$ cat config.mk
export PLATFORM = sky130hd
export DESIGN_NAME = led_scan_ctrl
export DESIGN_NICKNAME = d
export VERILOG_FILES = /design/src/rtl/led_scan_ctrl.sv
export SDC_FILE = /design/constraint.sdc
export NUM_CORES = 1
export LEC_CHECK = 0
export BUFFER_PORTS_ARGS = -buffer_cell sky130_fd_sc_hd__buf_2
export CAP_MARGIN = 20
export CORE_MARGIN = 2
export CORE_UTILIZATION = 30
export DETAILED_ROUTE_END_ITERATION = 6
export PLACE_DENSITY = 0.59
export RECOVER_POWER = 25
export SKIP_CTS_REPAIR_TIMING = 1
export SLEW_MARGIN = 20
export SYNTH_ARGS = -nofsm -noshare
export SYNTH_HDL_FRONTEND = slang
export SYNTH_SLANG_ARGS = --single-unit
$ cat constraint.sdc
create_clock -name clk -period 2.2 [get_ports clk]
set_input_delay 0.22 -clock clk [delete_from_list [all_inputs] [get_ports clk]]
set_output_delay 0.22 -clock clk [all_outputs]
set_load 0.01 [all_outputs]
$ cat src/rtl/led_scan_ctrl.sv
// led_scan_ctrl: raster scan generator for the background LED matrix.
// Produces row/column coordinates for the region-judge stage plus the panel
// shift clock, latch and output-enable strobes. Each row runs SHIFT (one slot of
// CLK_DIV cycles per column), one LATCH cycle, then DISPLAY for ON_CYC cycles.
// Optional feature: define SCAN_SERPENTINE_EN to scan odd rows right-to-left.
module led_scan_ctrl #(
    parameter int ROWS    = 64,
    parameter int COLS    = 64,
    parameter int CLK_DIV = 4,
    parameter int ON_CYC  = 16
) (
    input  logic       clk,
    input  logic       rst_n,
    input  logic       en,
    output logic [6:0] row_now,
    output logic [6:0] col_now,
    output logic       pix_valid,
    output logic       led_sclk,
    output logic       led_lat,
    output logic       led_oe_n,
    output logic [6:0] row_sel,
    output logic       frame_done,
    output logic       busy
);

    localparam int DIV_W = (CLK_DIV > 1) ? $clog2(CLK_DIV) : 1;
    localparam int ON_W  = (ON_CYC > 1) ? $clog2(ON_CYC) : 1;

    localparam logic [DIV_W-1:0] DIV_LAST  = DIV_W'(CLK_DIV - 1);
    // Last low cycle of a slot; the following cycle raises led_sclk.
    localparam logic [DIV_W-1:0] SCLK_RISE = DIV_W'(CLK_DIV / 2 - 1);
    localparam logic [ON_W-1:0]  ON_LAST   = ON_W'(ON_CYC - 1);
    localparam logic [6:0]       ROW_LAST  = 7'(ROWS - 1);
    localparam logic [6:0]       COL_LAST  = 7'(COLS - 1);

    typedef enum logic [1:0] {IDLE, SHIFT, LATCH, DISPLAY} state_t;

    state_t           state, state_next;
    logic [DIV_W-1:0] div_cnt, div_next;
    logic [ON_W-1:0]  on_cnt, on_next;
    logic [6:0]       row_next, col_next, row_sel_next;
    logic             pix_next, sclk_next, lat_next, oe_n_next, frame_next;

    logic [6:0]       row_after;        // row that follows the current one
    logic             rev_cur;          // current row scans right-to-left
    logic             rev_after;        // following row scans right-to-left
    logic [6:0]       col_first_after;  // starting column of the following row
    logic [6:0]       col_end_cur;      // final column of the current row
    logic [6:0]       col_step_cur;     // next column within the current row

    assign row_after = (row_now == ROW_LAST) ? 7'd0 : row_now + 7'd1;

`ifdef SCAN_SERPENTINE_EN
    assign rev_cur   = row_now[0];
    assign rev_after = row_after[0];
`else
    assign rev_cur   = 1'b0;
    assign rev_after = 1'b0;
`endif

    assign col_first_after = rev_after ? COL_LAST : 7'd0;
    assign col_end_cur     = rev_cur ? 7'd0 : COL_LAST;
    assign col_step_cur    = rev_cur ? col_now - 7'd1 : col_now + 7'd1;

    // State register.
    always_ff @(posedge clk or negedge rst_n) begin
        if (!rst_n) begin
            state <= IDLE;
        end else begin
            // NOTE: registers take non-blocking assignments so every flop samples
            // the pre-edge values, independent of statement order.
            state <= state_next;
        end
    end

    // Next-state and next-output decode for the scan sequence.
    always_comb begin
        // NOTE: every target gets a default first, so no path leaves a value
        // unassigned and no latch is inferred.
        state_next   = state;
        row_next     = row_now;
        col_next     = col_now;
        row_sel_next = row_sel;
        div_next     = div_cnt;
        on_next      = on_cnt;
        pix_next     = 1'b0;
        sclk_next    = 1'b0;
        lat_next     = 1'b0;
        oe_n_next    = 1'b1;
        frame_next   = 1'b0;

        unique case (state)
            IDLE: begin
                if (en) begin
                    state_next = SHIFT;
                    row_next   = 7'd0;
                    col_next   = 7'd0;
                    div_next   = '0;
                    pix_next   = 1'b1;
                end
            end
            SHIFT: begin
                if (div_cnt == DIV_LAST) begin
                    div_next = '0;
                    if (col_now == col_end_cur) begin
                        state_next   = LATCH;
                        lat_next     = 1'b1;
                        row_sel_next = row_now;
                    end else begin
                        col_next = col_step_cur;
                        pix_next = 1'b1;
                    end
                end else begin
                    div_next  = div_cnt + 1'b1;
                    sclk_next = (div_cnt >= SCLK_RISE);
                end
            end
            LATCH: begin
                state_next = DISPLAY;
                on_next    = '0;
                oe_n_next  = 1'b0;
            end
            DISPLAY: begin
                if (on_cnt == ON_LAST) begin
                    row_next = row_after;
                    col_next = col_first_after;
                    div_next = '0;
                    if (row_now == ROW_LAST) begin
                        frame_next = 1'b1;
                        // en only matters here at the frame wrap.
                        if (en) begin
                            state_next = SHIFT;
                            pix_next   = 1'b1;
                        end else begin
                            state_next = IDLE;
                        end
                    end else begin
                        state_next = SHIFT;
                        pix_next   = 1'b1;
                    end
                end else begin
                    on_next   = on_cnt + 1'b1;
                    oe_n_next = 1'b0;
                end
            end
            default: state_next = IDLE;
        endcase
    end

    // Registered outputs and counters.
    always_ff @(posedge clk or negedge rst_n) begin
        if (!rst_n) begin
            row_now    <= 7'd0;
            col_now    <= 7'd0;
            row_sel    <= 7'd0;
            pix_valid  <= 1'b0;
            led_sclk   <= 1'b0;
            led_lat    <= 1'b0;
            led_oe_n   <= 1'b1;
            frame_done <= 1'b0;
            busy       <= 1'b0;
            div_cnt    <= '0;
            on_cnt     <= '0;
        end else begin
            row_now    <= row_next;
            col_now    <= col_next;
            row_sel    <= row_sel_next;
            pix_valid  <= pix_next;
            led_sclk   <= sclk_next;
            led_lat    <= lat_next;
            led_oe_n   <= oe_n_next;
            frame_done <= frame_next;
            busy       <= (state_next != IDLE);
            div_cnt    <= div_next;
            on_cnt     <= on_next;
        end
    end

endmodule

; ---- Word-level counts from Yosys, hierarchy flattened
; Cells that the tools add are included.
[totals]
reg_bits = 35
[op_classes]
n_addsub = 4
magnitude_cmp = 1
eq_ne = 12
mux = 37
reduce_logical = 10
[ops]
columns = op, n
row1 = $mux 7, 6
row2 = $pmux 7 s3, 1
row3 = $mux 2, 8
row4 = $mux 1, 15
row5 = $add 7x1->7 const B, 2
row6 = $eq 7x6->1 const B, 2
row7 = $pmux 7 s2, 1
row8 = $ne 2x2->1 const B, 5
row9 = $reduce_and 3->1, 3
row10 = $pmux 2 s4, 1
row11 = $pmux 4 s2, 1
row12 = $eq 2x2->1 const B, 3
row13 = $pmux 2 s3, 1
row14 = $reduce_bool 2->1, 3
row15 = $reduce_and 5->1, 1
row16 = $add 4x1->4 const B, 1
row17 = $eq 4x4->1 const B, 1
row18 = $mux 4, 1
row19 = $pmux 1 s3, 1
row20 = $reduce_bool 3->1, 1
row21 = $add 2x1->2 const B, 1
row22 = $eq 2x1->1 const B, 1
row23 = $ge 2x1->1 const B, 1
row24 = $logic_not 2->1, 1
row25 = other kinds (2), 2

; ---- Logic depth before layout (Yosys ltp)
; Gate-level depths: netlist (run 1).
[depth]
word_depth = 5
ltp_mapped = 7
ltp_nobuf = 6

; ---- Least setup slack after synthesis (run 1)
; Ideal clock, no wire load.
[synth_timing]
path_kind = register -> register
startpoint = reg state[0]
endpoint = reg col_now[5]
setup_time_ps = 79
arrival_time_ps = 1734
required_ps = 2121
setup_slack_ps = 386
stages_incl_launch_ff = 8
path_buffers = 1
path_cell_list = dfrtp_1 -> inv_1 -> ha_1 -> nor2b_1 -> buf_2 -> a2111o_1 -> a21oi_1 -> mux2i_1
[synth_via]
elab_chain_len = 3
[synth_lines]
columns = element, line_no
row1 = start: declaration, 38  ; state_t state, state_next;
row2 = start signal: assignment, 72  ; state <= state_next;
row3 = "$eq 2x1->1, or another cell as far along", 92  ; unique case (state)
row4 = $ne 2x2->1 (no source line) or $reduce_bool 3->1 (tied branches), -
row5 = $reduce_and 5->1 (no source line), -
row6 = end signal: assignment, 166  ; col_now <= col_next;
row7 = end: declaration, 16  ; output logic [6:0] col_now,
; Several ways; a longest one is shown, not always the timed one.
; A chain may end at the register's enable or synchronous reset.

; ---- Worst setup path in the final report (run 1)
[layout_timing]
startpoint = reg on_cnt[0]
endpoint = reg col_now[2]
[layout_via]
elab_chain_len = 3
[layout_lines]
columns = element, line_no
row1 = start: declaration, 40  ; logic [ON_W-1:0] on_cnt, on_next;
row2 = start signal: assignment, 175  ; on_cnt <= on_next;
row3 = $eq 4x4->1, 124  ; if (on_cnt == ON_LAST) begin
row4 = $ne 2x2->1 (no source line), -
row5 = $reduce_and 5->1 (no source line), -
; No other way between the ends.

==> metrics, run 1 <==
Synth cell types 44; Die Area 7140 sq um; Worst setup SP type flop; Final Cycle Share 0.905; Post-DP HPWL 2.97 mm; Worst Setup Path Type flop to flop; post-DR vias/cell 5.02; most common cell after layout, fill and taps aside dfrtp_1; crit path max fanout 8; Slew HR -0.260; first-pass GRT wire length 7.05 mm; Total Routed Length around 4.0 mm; cells along the critical path ha_1 -> nand3_4 -> and2_0 -> buf_4 -> a2111oi_4 -> mux2i_1; CTS tree yes; CTS clock-pin slew for the worst setup and hold paths approximately 0.070 ns; Post-synth EDFFs 0; origin of the worst setup path on_cnt[0]$_DFFE_PN0P_; Top-Level Pins 30; Worst Setup EP col_now[2]$_DFFE_PN0P_; Sw Ratio 0.189; FFs w/ async S/R, synth 1.00; grt ovf 0; Max-Cap Viols 1; multi-input logic area 1010 sq um; post-placement cell area 2210 sq um; H-tree depth 2; drt pass-1 iters 4; part of the power in registers 0.475; Mapped Avg Cell Area ~11 sq um; Finish-stage setup viols 0; worst path required time 2.41 ns; count of final max-slew check failures 36; crit path DAT roughly 2.2 ns; Post-Syn Area 1940 sq um; CP peak stage delay 0.39 ns; worst slew pin tran 1.89 ns; sw power 0.257 mW; Synth Instances 175; RSZ-0062 raised after global routing no; Avg WL per Cell 13.8 um; worst hold path type input port to flop; status finished with violations; initial core utilization 0.308; Final min period 1.99 ns; sequential cell area 877 sq um; antenna-violating nets left 0; Root Buffer clkbuf_8; slowest library cell on the worst path dfrtp_1; syn nets 186; clock tree sinks 35; Final TNS setup 0 ns; worst reg-to-reg path cell count 6; count of final hold-check violations 0; IO buf count 29; post-synthesis sequential area ratio 0.451; Final Core Density 0.371; vias in the first global route 1,489; number of fill cells 641; clk buf depth 2; via count 1,456; antenna cells 0; Rows 29; DRC viols 0; FF-to-FF End col_now[2]$_DFFE_PN0P_; clock power share 0.514; Initial DRC Count 45; f_max about 500 MHz; Die Span Y between 80 and 90 um; cell area after layout ~2300 sq um; Synth Warn # 0; Die X 84.5 um; Worst VDD drop between 0.3 and 0.4 mV; Synth Register Bits 35; reg2reg setup slack 0.21 ns; hold slack about 0.29 ns; Clock Latency Late Sink between 0.2 and 0.3 ns; Top FF cell, synth dfrtp_1; failing checks capacitance limit, slew limit; initial antenna violation count 0; R2R Path Start on_cnt[0]$_DFFE_PN0P_; total leakage power 1.09 nW; Layout Cells excl Fill 290; PD cells 578 nW/um^2; core area ~6300 sq um; share of total power in combinational logic 0.011; CTS Buf Count 5; pin count of the biggest net entering global routing 36; synth-to-layout area growth 20.5%; Crit. End Element flop; fin nets 223; Final GP Congestion 0.823; Placed Cells 282; internal power 1.10 mW; Overall Global Routing Usage 0.123; Final Skew 0.0102 ns; fraction of layout instances using a drive strength above 1 0.300; commonest non-fill, non-tap cells in the layout dfrtp_1, buf_2, nand2_1, nor2_1, mux2_2
[cell type report]
| cell class | instances | area share |
|---|---|---|
| multi-input cells | 126 | 0.431 |
| repair buffers | 36 | 0.0839 |
| clock inverters | 2 | 0.0257 |
| well taps | 77 | 0.0412 |
| clock buffers | 6 | 0.0310 |
| inverters | 8 | 0.0128 |
| flip-flops and latches | 35 | 0.375 |
[synth_stat cells, types with 2 or more instances]
master,number,area share
o21ai_0,7,0.018
nor2b_1,5,0.016
o22ai_1,2,0.0064
dfrtp_1,34,0.44
nor2_1,10,0.019
a211o_1,2,0.0090
a21oi_1,2,0.0052
and3_1,3,0.0097
nand4_1,5,0.016
clkbuf_1,2,0.0039
o221ai_1,2,0.0090
a21boi_0,3,0.012
nand3_1,8,0.021
nand2b_1,7,0.023
o41ai_1,2,0.0090
mux2i_1,4,0.021
ha_1,8,0.052
a2111oi_4,4,0.057
mux2_2,10,0.058
nand3_4,2,0.018
nor3_1,3,0.0077
a31oi_1,3,0.0097
buf_2,3,0.0077
inv_1,8,0.015
nand2_1,17,0.033
[worst max-delay path, delay by kind of cell (launching register included)]
family / cells / cell delay, ns
compound gates: 1 / 0.33
buf+inv: 1 / 0.21
flops: 1 / 0.39
fa+ha+maj: 1 / 0.29
simple gates: 2 / 0.46
mux: 1 / 0.23
[power by group through the flow]
stage | combinational, mW | clock, mW | sequential (mW)
3_5_place_dp | 0.0169 | 0 | 0.656
4_1_cts | 0.0168 | 0.713 | 0.643
5_1_grt | 0.0185 | 0.735 | 0.643
3_3_place_gp | 0.0165 | 0 | 0.656
2_1_floorplan | 0.000301 | 0 | 0.656
6_report | 0.0153 | 0.696 | 0.643
[layer usage]
layer	wire length, um	global-route usage
met2	1880	0.195
met1	1860	0.160
met4	68	0.0476
met5	0	0
met3	200	0.0315
[stage by stage]
| step | power (mW) | worst slack (ns) |
|---|---|---|
| 2_1_floorplan | 0.656 | 0.386 |
| 3_3_place_gp | 0.672 | 0.289 |
| 3_5_place_dp | 0.672 | 0.215 |
| 4_1_cts | 1.37 | 0.176 |
| 5_1_grt | 1.40 | 0.0366 |
| 6_report | 1.35 | 0.208 |
[logic make-up (layout without fill, tap and decap cells)]
| kind of cell | Yosys count | after routing | share of synthesized area |
|---|---|---|---|
| mux | 14 | 14 | 0.0786 |
| fa+ha+maj | 8 | 8 | 0.0515 |
| flops | 35 | 35 | 0.451 |
| xor+xnor | 1 | 1 | 0.00451 |
| buf+inv | 14 | 52 | 0.0309 |
| compound gates | 34 | 34 | 0.177 |
| simple gates | 69 | 69 | 0.206 |
[state kept, by name, indices dropped and copies added (netlist names)]
name,flops
led_lat,1
led_oe_n,1
led_sclk,1
on_cnt,4
div_cnt,2
col_now,7
pix_valid,1
row_sel,7
frame_done,1
row_now,7
busy,1
state,2
[worst min path at each step]
stage	from	endpoint	slack, ns	depth (start not counted)
final	en	pix_valid$_DFF_PN0_	0.29	3
after global routing	en	pix_valid$_DFF_PN0_	0.29	3
after CTS	rst_n	row_sel[1]$_DFFE_PN0P_	0.04	1
after detailed placement	rst_n	row_sel[1]$_DFFE_PN0P_	0.36	1
after global placement	rst_n	pix_valid$_DFF_PN0_	0.35	1
after floorplan	rst_n	busy$_DFF_PN0_	-0.08	0
Note: power is estimated with default switching activity, not from simulation.
==> run 2: changes to the inputs <==
PLACE_DENSITY = 0.6   (was 0.59)
clock period = 1.8 ns   (was 2.2 ns; I/O delays follow)
==> run 2 against run 1 <==
  * The run now ends clean
  * Flip-flop and latch count stayed put
  * Largest cell class unchanged
  * Combinational power is 41% higher
  * Global-route usage is 0.12 points higher
  * Via count is 9.2% higher
  * Cell count is 8.6% higher
  * Critical endpoint is now row_now[2]$_DFFE_PN0P_
  * Fmax is 14% higher
==> metrics, run 2 (synthesized netlist as in run 1, its figures left out) <==
reg2reg setup slack 0.05 ns (-0.15 ns); Top delay family on crit path compound AO/OA/AOI/OAI gates; cell area after layout 2630 sq um (+12%); RSZ-0062 raised after global routing yes; Worst VDD drop 0.542 mV (+53%); count of final hold-check violations 0 (unchanged); crit path max fanout 8 (unchanged); Slew HR 0.424 (+0.684); f_max 573 MHz (+14%); post-placement cell area 2370 sq um (+7.3%); Crit. End Element flop; initial antenna violation count 0 (unchanged); DRC viols 0 (unchanged); worst reg-to-reg path cell count 4 (-2); Rows 29 (unchanged); slowest library cell on the worst path dfrtp_2; core area 6310 sq um (unchanged); clk buf depth 2 (unchanged); vias in the first global route 1,486 (-0.20%); most common cell after layout, fill and taps aside dfrtp_1; Die Span Y 84.5 um (unchanged); Die Area 7140 sq um (unchanged); synth-to-layout area growth 35.1%; Avg WL per Cell 13.9 um (+0.51%); Finish-stage setup viols 0 (unchanged); IO buf count 29 (unchanged); Worst Setup Path Type flop to flop; via count 1,590 (+9.2%); cells along the critical path ha_2 -> a21boi_0 -> mux2_2 -> a22o_1; CTS clock-pin slew for the worst setup and hold paths 0.07 ns (about the same); Total Routed Length 4.38 mm (+9.2%); status complete, no violations; CTS Buf Count 5 (unchanged); fin nets 248 (+11%); Worst setup SP type flop; commonest non-fill, non-tap cells in the layout dfrtp_1, buf_2, buf_4, nand2_1; Root Buffer clkbuf_8; crit path DAT 1.93 ns (-0.27 ns); pin count of the biggest net entering global routing 35 (-2.8%); Post-DP HPWL 3.09 mm (+4.0%); Final Cycle Share 0.970 (+0.0644); Final GP Congestion 0.763 (-7.3%); initial core utilization 0.308 (unchanged); Final min period 1.75 ns (-0.246 ns); Final Core Density 0.416 (+0.0450); first-pass GRT wire length 7.20 mm (+2.1%); Overall Global Routing Usage 0.124 (+0.00123); FF-to-FF End row_now[2]$_DFFE_PN0P_; CP bufs+invs 0 (-1); WHS Path Cells 3 (unchanged); antenna cells 0 (unchanged); Top-Level Pins 30 (unchanged); worst slew pin tran 0.864 ns (-1.03 ns); count of final max-slew check failures 0 (-100%); Initial DRC Count 80 (+78%); Hold Path Sink pix_valid$_DFF_PN0_; total leakage power 1.23 nW (+13%); PD cells 627 nW/um^2 (+8.3%); worst hold path type input port to flop; Final Skew 0.00490 ns (-0.00525 ns); R2R Path Start state[0]$_DFF_PN0_; worst hold start en; drt pass-1 iters 4 (unchanged); grt ovf 0 (unchanged); CP peak stage delay 0.46 ns (+0.07 ns); H-tree depth 2 (unchanged); Die X 84.5 um (unchanged); post-DR vias/cell 5.05 (+0.54%); worst path required time 1.98 ns (-0.43 ns); CTS tree yes; Clock Latency Late Sink 0.29 ns (about the same); fraction of layout instances using a drive strength above 1 0.429 (+0.128); Max-Cap Viols 0 (-1); clock tree sinks 35 (unchanged); antenna-violating nets left 0 (unchanged); largest registers col_now x7, row_now x7, row_sel x7
==> run 2: changes by cell type in the layout (fill, tap and decap cells not counted), moves of 2 or more <==
cell | previous run | this run
buf_6 | 0 | 2
buf_4 | 7 | 27
ha_2 | 0 | 3
nor2b_4 | 0 | 2
inv_1 | 8 | 6
ha_4 | 0 | 2
ha_1 | 8 | 3
inv_2 | 0 | 2
==> run 2: final cells by class <==
cell class | count | area [sq um]
flip-flops and latches | 35 | 878
multi-input cells | 126 | 1080
inverters | 8 | 30.0
repair buffers | 61 | 404
clock inverters | 2 | 60.1
well taps | 77 | 96.3
clock buffers | 6 | 72.6
fillers | 636 | 3690
==> run 2: worst reg2reg max path: stages, from the launching register on <==
cell and delay, ns:
dfrtp_2 0.46, ha_2 0.26, a21boi_0 0.36, mux2_2 0.39, a22o_1 0.18
==> run 2: per-layer routing <==
metal  GRT usage  wire (um)  part of all wire
met4      0.0303         40            0.0091
met3      0.0354        200             0.046
met1       0.171       2000              0.46
met5           0          0                 0
met2       0.192       2130              0.49
==> run 2: worst max path at each step <==
| stage | start | to | slack [ns] | cells after the start |
|---|---|---|---|---|
| detailed placement | state[1]$_DFF_PN0_ | col_now[4]$_DFFE_PN0P_ | -0.03 | 5 |
| global route | state[0]$_DFF_PN0_ | busy$_DFF_PN0_ | -0.05 | 5 |
| CTS | state[1]$_DFF_PN0_ | col_now[4]$_DFFE_PN0P_ | -0.05 | 5 |
| floorplan | state[1]$_DFF_PN0_ | row_sel[0]$_DFFE_PN0P_ | 0.009 | 6 |
| finish | state[0]$_DFF_PN0_ | row_now[2]$_DFFE_PN0P_ | 0.05 | 4 |
| global placement | state[1]$_DFF_PN0_ | col_now[4]$_DFFE_PN0P_ | -0.01 | 5 |
==> run 2: metrics by stage <==
stage          hold slack, ns  TNS, ns  setup slack, ns  cells  power (mW)
4_1_cts                -0.155   -0.308          -0.0516    308        1.68
3_5_place_dp            0.155   -0.181          -0.0347    300       0.827
6_report                0.242        0           0.0545    315        1.64
3_3_place_gp            0.155  -0.0275          -0.0102    300       0.827
2_1_floorplan          -0.116        0          0.00938    175       0.802
5_1_grt                 0.258   -0.127          -0.0462    315        1.70
==> run 2: where the power goes <==
group          total, mW  internal (mW)  switching (mW)
Combinational     0.0215        0.00372          0.0178
Sequential         0.786          0.786               0
Clock              0.837          0.554           0.284
==> run 3: changes to the inputs <==
ABC_AREA = 1   (was unset)
CTS_BUF_LIST = sky130_fd_sc_hd__clkbuf_4   (was unset)
PLACE_DENSITY = 0.5   (was 0.6)
==> run 3 against run 2 <==
  * Power decreased by 15%
  * Cell area down 16%
  * Flip-flop and latch count unchanged
  * Register-to-register slack improved by 0.14 ns
  * Clock power fell by 30%
  * Non-clock buffer count is 25 lower
  * Via count shrank 7.0%
  * Cell count is 6.0% higher
  * First-iteration DRC count down 13%
  * Highest routed layer unchanged
==> metrics, run 3 <==
f_max 622 MHz (+8.6%); Post-DP HPWL 2.79 mm (-9.8%); final setup margin 0.193 ns (+0.138 ns); most common cell after layout, fill and taps aside nand2_1; Worst setup SP type flop; share of total power in combinational logic 0.015 (+0.002); sequential cell area 877 sq um (-0.14%); CTS clock-pin slew for the worst setup and hold paths 0.12 ns (+0.05 ns); internal power 1.08 mW (-19%); hold slack 0.237 ns (-0.00441 ns); Synth Warn # 0 (unchanged); Overall Power 1.39 mW (-15%); mux contribution to synthesized area 0 (-0.0786); Overall Global Routing Usage 0.128 (+0.00395); Setup WS pre-CTS 0.160 ns (+0.195 ns); via count 1,479 (-7.0%); grt ovf 0 (unchanged); Finish-stage setup viols 0 (unchanged); number of fill cells 629 (-1.1%); Synth cell types 28 (-36%); Synth area leaders dfrtp_1, nand2_1, inv_1, ha_1, nand3_1; drt pass-1 iters 4 (unchanged); Worst VDD drop 0.357 mV (-34%); Root Buffer clkbuf_4; post-synthesis sequential area ratio 0.473 (+0.0219); Rows 28 (-3.4%); worst path required time 2.04 ns (+0.06 ns); IO buf count 29 (unchanged); Top FF cell, synth dfrtp_1; CTS Buf Count 5 (unchanged); fin nets 269 (+8.5%); Final Cycle Share 0.893 (-0.0768); RSZ-0062 raised after global routing no; count of final max-slew check failures 0 (unchanged); share of the synthesized area in the top cell type 0.459 (+0.0213); worst hold path type input port to flop; status complete, no violations; clk buf depth 2 (unchanged); Final GP Congestion 0.762 (about the same); commonest non-fill, non-tap cells in the layout nand2_1, dfrtp_1, buf_2, inv_1, nand3_1; Sw Ratio 0.222 (+0.0390); Avg WL per Cell 11.5 um (-17%); post-synth top area cell dfrtp_1; Layout Cells excl Fill 334 (+6.0%); Synth Area in Compound Gates 0.110 (-0.0670); Max-Cap Viols 0 (unchanged); Post-Syn Area 1850 sq um (-4.6%); largest registers col_now x7, row_now x7, row_sel x7; initial core utilization 0.311 (+0.00337); ranking of synthesized cells by instance count nand2_1, dfrtp_1, inv_1; xor/xnor share of the synthesized area 0.0284 (+0.0239); DRC viols 0 (unchanged); pin count of the biggest net entering global routing 36 (+2.9%); worst slew pin tran 0.878 ns (+0.0136 ns); Final min period 1.61 ns (-0.138 ns); syn nets 228 (+23%); count of final hold-check violations 0 (unchanged); simple-gate share of the synthesized area 0.261 (+0.0553); Synth Register Bits 35 (unchanged); Die Area 6820 sq um (-4.4%); sw power 0.309 mW (+2.6%); Die X 82.6 um (-2.2%); post-DR vias/cell 4.43 (-12%); core area 5960 sq um (-5.7%); Clock Latency Late Sink 0.34 ns (+0.05 ns); clock tree sinks 35 (unchanged); antenna cells 0 (unchanged); total leakage power 1.16 nW (-5.7%); cell area after layout 2210 sq um (-16%); Crit. End Element flop; synth-to-layout area growth 19.4%; initial antenna violation count 0 (unchanged); Total Routed Length 3.83 mm (-12%); multi-input logic area 843 sq um (-22%); Worst Setup Path Type flop to flop; Final Skew 0.0182 ns (+0.0133 ns); Top-Level Pins 30 (unchanged); vias in the first global route 1,380 (-7.1%); post-placement cell area 2100 sq um (-11%); Post-Synth Adder-Cell Area 0.0540 (+0.00250); Initial DRC Count 70 (-13%); largest family of logic cells by synthesized area simple AND/OR/NAND/NOR gates; fraction of layout instances using a drive strength above 1 0.270 (-0.158); Final Core Density 0.372 (-0.0441); crit path max fanout 7 (-1); Final TNS setup 0 ns (unchanged); FFs w/ async S/R, synth 1.00 (unchanged); CTS tree yes; Slew HR 0.415 (-0.00909); Mapped Avg Cell Area 8.54 sq um (-23%); PD cells 629 nW/um^2 (+0.34%); first-pass GRT wire length 6.49 mm (-9.8%); Synth Instances 217 (+24%); antenna-violating nets left 0 (unchanged); crit path DAT 1.85 ns (-0.08 ns); clock power share 0.420 (-0.089); Die Span Y 82.6 um (-2.2%); cell with the most instances after synthesis nand2_1; Placed Cells 323 (+7.7%); Post-synth EDFFs 0 (unchanged); part of the power in registers 0.565 (+0.087); H-tree depth 2 (unchanged)
-- run 3: changes by cell type in the layout (fill, tap and decap cells not counted), sizes merged, moves of 5 or more --
cell,change
nand2,+47
nor2,+8
nor2b,-5
o21ai,+16
mux2,-10
nand3,+8
inv,+22
nand2b,-7
buf,-24
-- run 3: path summary, 6_finish.rpt --
| kind | startpoint | end | slack [ns] | cells after the start |
|---|---|---|---|---|
| setup / recovery | state[1]$_DFF_PN0_ | row_now[4]$_DFFE_PN0P_ | 0.19 | 9 |
| hold / removal | en | state[0]$_DFF_PN0_ | 0.24 | 5 |
| setup reg to reg | state[1]$_DFF_PN0_ | row_now[4]$_DFFE_PN0P_ | 0.19 | 9 |
| hold reg to reg | row_sel[4]$_DFFE_PN0P_ | row_sel[4]$_DFFE_PN0P_ | 0.49 | 2 |
| max in group asynchronous | rst_n | on_cnt[1]$_DFFE_PN0P_ | 0.68 | 3 |
| min in group asynchronous | rst_n | row_sel[6]$_DFFE_PN0P_ | 0.56 | 3 |
-- run 3: cell families (layout without fill, tap and decap cells) --
| kind of cell | count (synthesis) | in the layout |
|---|---|---|
| AO/OA/AOI/OAI | 31 | 31 |
| buffers and inverters | 33 | 75 |
| AND/OR/NAND/NOR | 104 | 104 |
| XOR/XNOR | 6 | 6 |
| flip-flops | 35 | 35 |
| adder cells (fa/ha/maj) | 8 | 8 |
-- run 3: cell type report --
class	instances	share of cell area
sequential	35	0.396
multi-input combinational	149	0.381
clock inverter	3	0.0198
clock buffer	5	0.0170
inverter	31	0.0543
timing repair buffer	36	0.0893
tap	75	0.0424
-- run 3: worst max-delay path, cell delays in order (launching register included) --
cell and delay [ns]:
dfrtp_1 0.45, inv_1 0.11, ha_1 0.19, inv_1 0.08, nor2_2 0.12, inv_2 0.09, nand3_4 0.13, clkinvlp_4 0.15
nand3_1 0.10, o21ai_0 0.07
-- run 3: power groups by stage --
stage	sequential, mW	clock, mW	combinational [mW]
after global routing	0.787	0.665	0.0257
final	0.786	0.584	0.0213
after detailed placement	0.801	0	0.0224
after CTS	0.786	0.614	0.0223
after global placement	0.801	0	0.0219
after floorplan	0.801	0	0.000689
-- run 3: metal layers --
layer,GRT usage,part of all wire
met4,0.0492,0.014
met1,0.175,0.50
met3,0.0326,0.029
met5,0,0
met2,0.193,0.46
